**src/rtl/fare_display_ctrl.sv**
```systemverilog
`default_nettype none
// ============================================================================
//  Module   : fare_display_ctrl
//  Purpose  : Sequencing controller between the taxi fare counter and a
//             3-digit common-anode 7-segment display. A 10-bit fare is taken
//             over a valid/ready handshake, converted to BCD by a sequential
//             shift-add-3 engine (one bit per cycle), and shown by scanning
//             the shared segment bus across the three digits, with optional
//             leading-zero blanking. Fares above 999 show dashes.
//  Ports    : clk         - clock, all state on rising edge
//             rst         - asynchronous active-high reset
//             fare_in     - fare value, binary 0..1023
//             fare_valid  - fare_in valid, held by source until accepted
//             fare_ready  - high only while idle (can accept)
//             blank_en    - 1 = blank leading zeros (live, not latched)
//             busy        - high while converting or loading
//             seg_n       - segments {g,f,e,d,c,b,a}, active-low
//             dig_n       - digit enables {hundreds,tens,units}, active-low
//  Revision : 1.0 - initial release
// ============================================================================
module fare_display_ctrl #(
  parameter int SCAN_DIV = 50000
) (
  input  logic       clk,
  input  logic       rst,
  input  logic [9:0] fare_in,
  input  logic       fare_valid,
  output logic       fare_ready,
  input  logic       blank_en,
  output logic       busy,
  output logic [6:0] seg_n,
  output logic [2:0] dig_n
);

  localparam int PW = $clog2(SCAN_DIV);
  localparam logic [PW-1:0] c_PRESC_TC = PW'(SCAN_DIV - 1);

  localparam logic [1:0] c_IDLE = 2'd0;
  localparam logic [1:0] c_CONV = 2'd1;
  localparam logic [1:0] c_LOAD = 2'd2;

  localparam logic [6:0] c_SEG_BLANK = 7'b1111111;
  localparam logic [6:0] c_SEG_DASH  = 7'b0111111;

  logic [1:0]    r_state;
  logic [3:0]    r_bitcnt;
  logic [21:0]   r_shift;     // {bcd[11:0], bin[9:0]}
  logic          r_ovf_pend;  // captured fare > 999, applied at load
  logic [3:0]    r_h;
  logic [3:0]    r_t;
  logic [3:0]    r_u;
  logic          r_ovf;
  logic [PW-1:0] r_presc;
  logic [1:0]    r_idx;

  logic [21:0]   w_adj;
  logic [21:0]   w_next;
  logic [3:0]    w_digit;
  logic          w_blank;

  function automatic logic [3:0] add3(input logic [3:0] nib);
    return (nib >= 4'd5) ? nib + 4'd3 : nib;
  endfunction

  function automatic logic [6:0] decode(input logic [3:0] d);
    case (d)
      4'd0:    return 7'b1000000;
      4'd1:    return 7'b1111001;
      4'd2:    return 7'b0100100;
      4'd3:    return 7'b0110000;
      4'd4:    return 7'b0011001;
      4'd5:    return 7'b0010010;
      4'd6:    return 7'b0000010;
      4'd7:    return 7'b1111000;
      4'd8:    return 7'b0000000;
      4'd9:    return 7'b0010000;
      default: return c_SEG_BLANK;
    endcase
  endfunction

  // One shift-add-3 iteration: correct each BCD nibble, then shift left.
  assign w_adj  = {add3(r_shift[21:18]), add3(r_shift[17:14]),
                   add3(r_shift[13:10]), r_shift[9:0]};
  assign w_next = w_adj << 1;

  assign fare_ready = (r_state == c_IDLE);
  assign busy       = (r_state == c_CONV) || (r_state == c_LOAD);

  always_ff @(posedge clk or posedge rst) begin
    if (rst) begin
      r_state    <= c_IDLE;
      r_bitcnt   <= 4'd0;
      r_shift    <= 22'd0;
      r_ovf_pend <= 1'b0;
      r_h        <= 4'd0;
      r_t        <= 4'd0;
      r_u        <= 4'd0;
      r_ovf      <= 1'b0;
    end else begin
      case (r_state)
        c_IDLE: begin
          if (fare_valid) begin
            r_shift    <= {12'd0, fare_in};
            r_ovf_pend <= (fare_in > 10'd999);
            r_bitcnt   <= 4'd0;
            r_state    <= c_CONV;
          end
        end
        c_CONV: begin
          r_shift <= w_next;
          if (r_bitcnt == 4'd9) begin
            r_bitcnt <= 4'd0;
            r_state  <= c_LOAD;
          end else begin
            r_bitcnt <= r_bitcnt + 4'd1;
          end
        end
        c_LOAD: begin
          // All display registers change on the same edge.
          r_h     <= r_shift[21:18];
          r_t     <= r_shift[17:14];
          r_u     <= r_shift[13:10];
          r_ovf   <= r_ovf_pend;
          r_state <= c_IDLE;
        end
        default: r_state <= c_IDLE;
      endcase
    end
  end

  // Digit scan runs continuously, independent of the conversion FSM.
  always_ff @(posedge clk or posedge rst) begin
    if (rst) begin
      r_presc <= '0;
      r_idx   <= 2'd0;
    end else if (r_presc == c_PRESC_TC) begin
      r_presc <= '0;
      r_idx   <= (r_idx == 2'd2) ? 2'd0 : r_idx + 2'd1;
    end else begin
      r_presc <= r_presc + 1'b1;
    end
  end

  assign dig_n = ~(3'b001 << r_idx);

  always_comb begin
    w_digit = r_u;
    w_blank = 1'b0;
    case (r_idx)
      2'd1: begin
        w_digit = r_t;
        w_blank = blank_en && (r_h == 4'd0) && (r_t == 4'd0);
      end
      2'd2: begin
        w_digit = r_h;
        w_blank = blank_en && (r_h == 4'd0);
      end
      default: begin
        w_digit = r_u;
        w_blank = 1'b0;
      end
    endcase
    if (r_ovf)
      seg_n = c_SEG_DASH;
    else if (w_blank)
      seg_n = c_SEG_BLANK;
    else
      seg_n = decode(w_digit);
  end

endmodule
`default_nettype wire
```
**config.mk**
```make
export PLATFORM = sky130hd
export DESIGN_NAME = fare_display_ctrl
export DESIGN_NICKNAME = d
export VERILOG_FILES = /design/src/rtl/fare_display_ctrl.sv
export SDC_FILE = /design/constraint.sdc
export NUM_CORES = 1
export LEC_CHECK = 0
export ABC_AREA = 0
export BUFFER_PORTS_ARGS = -buffer_cell sky130_fd_sc_hd__buf_2
export CAP_MARGIN = 20
export CORE_MARGIN = 2
export CORE_UTILIZATION = 35
export CTS_CLUSTER_DIAMETER = 200
export DETAILED_ROUTE_END_ITERATION = 6
export PLACE_DENSITY = 0.55
export SYNTH_ARGS = -nofsm -noshare
export SYNTH_HDL_FRONTEND = slang
export SYNTH_SLANG_ARGS = --single-unit
```
**constraint.sdc**
```tcl
create_clock -name clk -period 2.1 [get_ports clk]
set_input_delay 0 -clock clk [delete_from_list [all_inputs] [get_ports clk]]
set_output_delay 0 -clock clk [all_outputs]
set_load 0.03 [all_outputs]
```
==> impl_results.md <==
- Fmax: 462.2 MHz
- TritonCTS clock tree: built
- Worst-Skew Late Latency: 0.33 ns
- Number of library cell types mapped by synthesis: 51
- Gp weighted congestion: 0.8757
- Post-route minimum period: 2.164 ns
- Crit path kind: reg2out
- Synth Cell Area: 3221 um^2
- Clock transition at path regs: 0.07 ns
- CP cell instances: buf_4 -> ha_4 -> a22oi_2 -> a21oi_2 -> or4b_4 -> nand4_1 -> buf_6
- Dpl ws: 0.03491 ns
- Leading cell type in the layout, fill and taps excluded: dfrtp_1
- Setup TNS Final: -0.2123 ns
- MaxCap Viol Count: 0
- Commonest non-fill, non-tap cells in the layout: dfrtp_1, nand2_1, buf_4, inv_1
- Placed cell area: 3573 um^2
- RSZ-0062 raised after global routing: true
- Synth Warn #: 0
- Outcome: complete, but fails checks
- Max Slew Vio Count: 0
- Critical path arrival: 2.16 ns
- # diodes: 0
- Internal: 0.002396 W
- Drt via density: 5.072
- Antenna violations before repair: 0
- Routed len/inst: 13.66 um
- Cell Pwr Density: 906.8 nW/um^2
- DR vias: 2450
- Instance count of the mapped netlist: 308
- Final hold viol count: 0
- Synth async-reset ratio: 1.000
- Area Growth Syn to Fin: 26.53%
- Worst hold path type: in2reg
- Tightest Pin Transition: 0.5965 ns
- Clock buffer depth: 2
- Psw: 0.001299 W
- Max VDD drop: 0.6790 mV
- # DRC: 0
- Worst setup EP type: output port
- Die H: 99.93 um
- Final #Nets: 401
- Post-DRT Antenna Nets: 0
- First-pass GRT wire length: 11.49 mm
- Final WL: 6.597 mm
- Post-synth top area share: 0.4662
- Area leader, netlist: dfrtp_1
- Core footprint: 9065 um^2
- Critical Path Fanout Max: 5
- Largest delay share family, worst path: simple AND/OR/NAND/NOR gates
- Switching share of power: 0.3516
- PortBufs: 25
- Syn Nets: 342
- Die W: 99.93 um
- Worst slew margin: 0.6023
- GRT Total Usage: 0.1441
- Sequential power share: 0.415
- Post-route setup slack: -0.06364 ns
- CP bufs+invs: 2
- Critical Path RT: 2.10 ns
- Post-synth EDFFs: 0
- CP Launch Type: flop
- Grt total ovfl: 0
- Die Area: 9985 um^2
- Largest net degree at the start of global routing: 39
- # IOs: 26
- Starting density of the core: 0.3553
- DP HPWL: 4.470 mm
- Design area: 4075 um^2
- Ys flop type: dfrtp_1
- Final Skew: 0.01087 ns
- Top post-synthesis cells by area: dfrtp_1, ha_1, mux2_2, mux2i_1, o21ai_0
- Setup violators final: 4
- Clock tree root buffer cell: clkbuf_8
- H-tree depth: 3
- Fraction of layout cells with a size suffix above 1: 0.2930
- Drt first pass iters: 4
- Clock sinks: 60
- Violated checks: negative setup slack
- Slowest stage delay, CP: 0.55 ns
- Average size of a mapped cell: 10.46 um^2
- Leak: 1.883 nW
- CP max stage cell: or4b_4
- Vias in the first global route: 2428
- Iteration-0 DRC Markers: 126
- Period utilization: 1.030
- Num CTS Buffers: 9
- Register area share after synthesis: 0.4662
- Comb power frac: 0.326
- Clk network pwr share: 0.259
- Flop and latch count out of synthesis: 60
- Cell Rows: 35
worst register-to-register path, cell delays in order (launching register included):
cell,delay [ns]
dfrtp_1,0.39
inv_1,0.09
ha_1,0.28
nand2_1,0.15
o31ai_1,0.28
dlygate4sd3_1,0.58
cells by family after synthesis:
group / Yosys count / share of synthesized area
flip-flops: 60 / 0.4662
AND/OR/NAND/NOR: 79 / 0.1356
adder cells (fa/ha/maj): 20 / 0.07770
XOR/XNOR: 17 / 0.04623
buffers and inverters: 32 / 0.04001
AO/OA/AOI/OAI: 73 / 0.1445
multiplexers: 27 / 0.08974
Yosys cell counts (2+ instances only):
cell type and n:
dfrtp_1 60, nand2_1 26, inv_1 23, o21ai_0 23, ha_1 20, mux2_2 15, a21oi_1 14, nor2_1 14
mux2i_1 12, xnor2_1 11, clkbuf_1 6, nand3_1 6, o31ai_1 6, xor2_1 6, a21o_1 4, a22oi_1 4
nand4_1 4, nor3_1 4, o22ai_1 4, a22o_1 3, a32o_1 3, and3_1 3, nand2b_1 3, nor4_1 3
a211oi_1 2, nor3b_1 2, nor4b_1 2, o21ai_1 2
flip-flops by register name, indices dropped and copies added (netlist names):
| name | flops |
|---|---|
| r_t | 4 |
| r_shift | 22 |
| r_idx | 2 |
| r_presc | 16 |
| r_bitcnt | 4 |
| r_ovf | 1 |
| r_h | 4 |
| r_u | 4 |
| r_ovf_pend | 1 |
| r_state | 2 |
metrics by stage:
stage                     total power [W]  hold slack (ns)  cells    util
after global routing             0.003967          0.02995    483  0.4496
final                            0.003695          0.01439    483  0.4496
after CTS                        0.003726        0.0007220    483  0.4465
after detailed placement         0.002723          0.07823    449  0.3942
after floorplan                  0.002400           0.1561    308       -
after global placement           0.002710          0.08135    449  0.3942
layer usage:
layer	vias up	global-route usage	wire length, um
met5	-	0	0
met4	0	0.06006	81
met3	8	0.02925	200
met2	39	0.2230	3040
met1	1181	0.1982	3275
li1	1222	-	-
cell type report:
type,instances,area (um^2)
Fill cell,863,4990
Multi-Input combinational cell,216,1722
Sequential cell,60,1501
Timing Repair Buffer,57,439.2
Clock buffer,12,165.2
Tap cell,111,138.9
Inverter,23,86.33
Clock inverter,4,22.52
power by group through the flow:
stage                     clock (W)  sequential, W  combinational (W)
after detailed placement          0        0.00155            0.00117
after global placement            0        0.00155            0.00116
after global routing        0.00103        0.00157            0.00137
after CTS                  0.000987        0.00153            0.00121
after floorplan                   0        0.00150           0.000898
final                      0.000957        0.00153            0.00121
worst paths after layout:
check	startpoint	to	slack, ns	depth (start not counted)
worst max-delay path	r_idx[0]	seg_n[0]	-0.06	7
worst min-delay path	fare_in[5]	r_shift[5]	0.01	3
worst max register to register	r_state[0]	r_ovf_pend	0.27	5
worst min register to register	r_presc[0]	r_presc[0]	0.48	1
max in group asynchronous	rst	r_u[3]	1.26	4
min in group asynchronous	rst	r_shift[4]	0.26	3
repair_timing:
action,4_1_cts,5_1_grt
setup buffers,8,0
endpoints found under the hold margin,30,0
setup endpoints to repair,7,7
resized for setup,34,7
hold buffers,10,0
pin swaps,14,4
(Power assumes the default switching activity.)
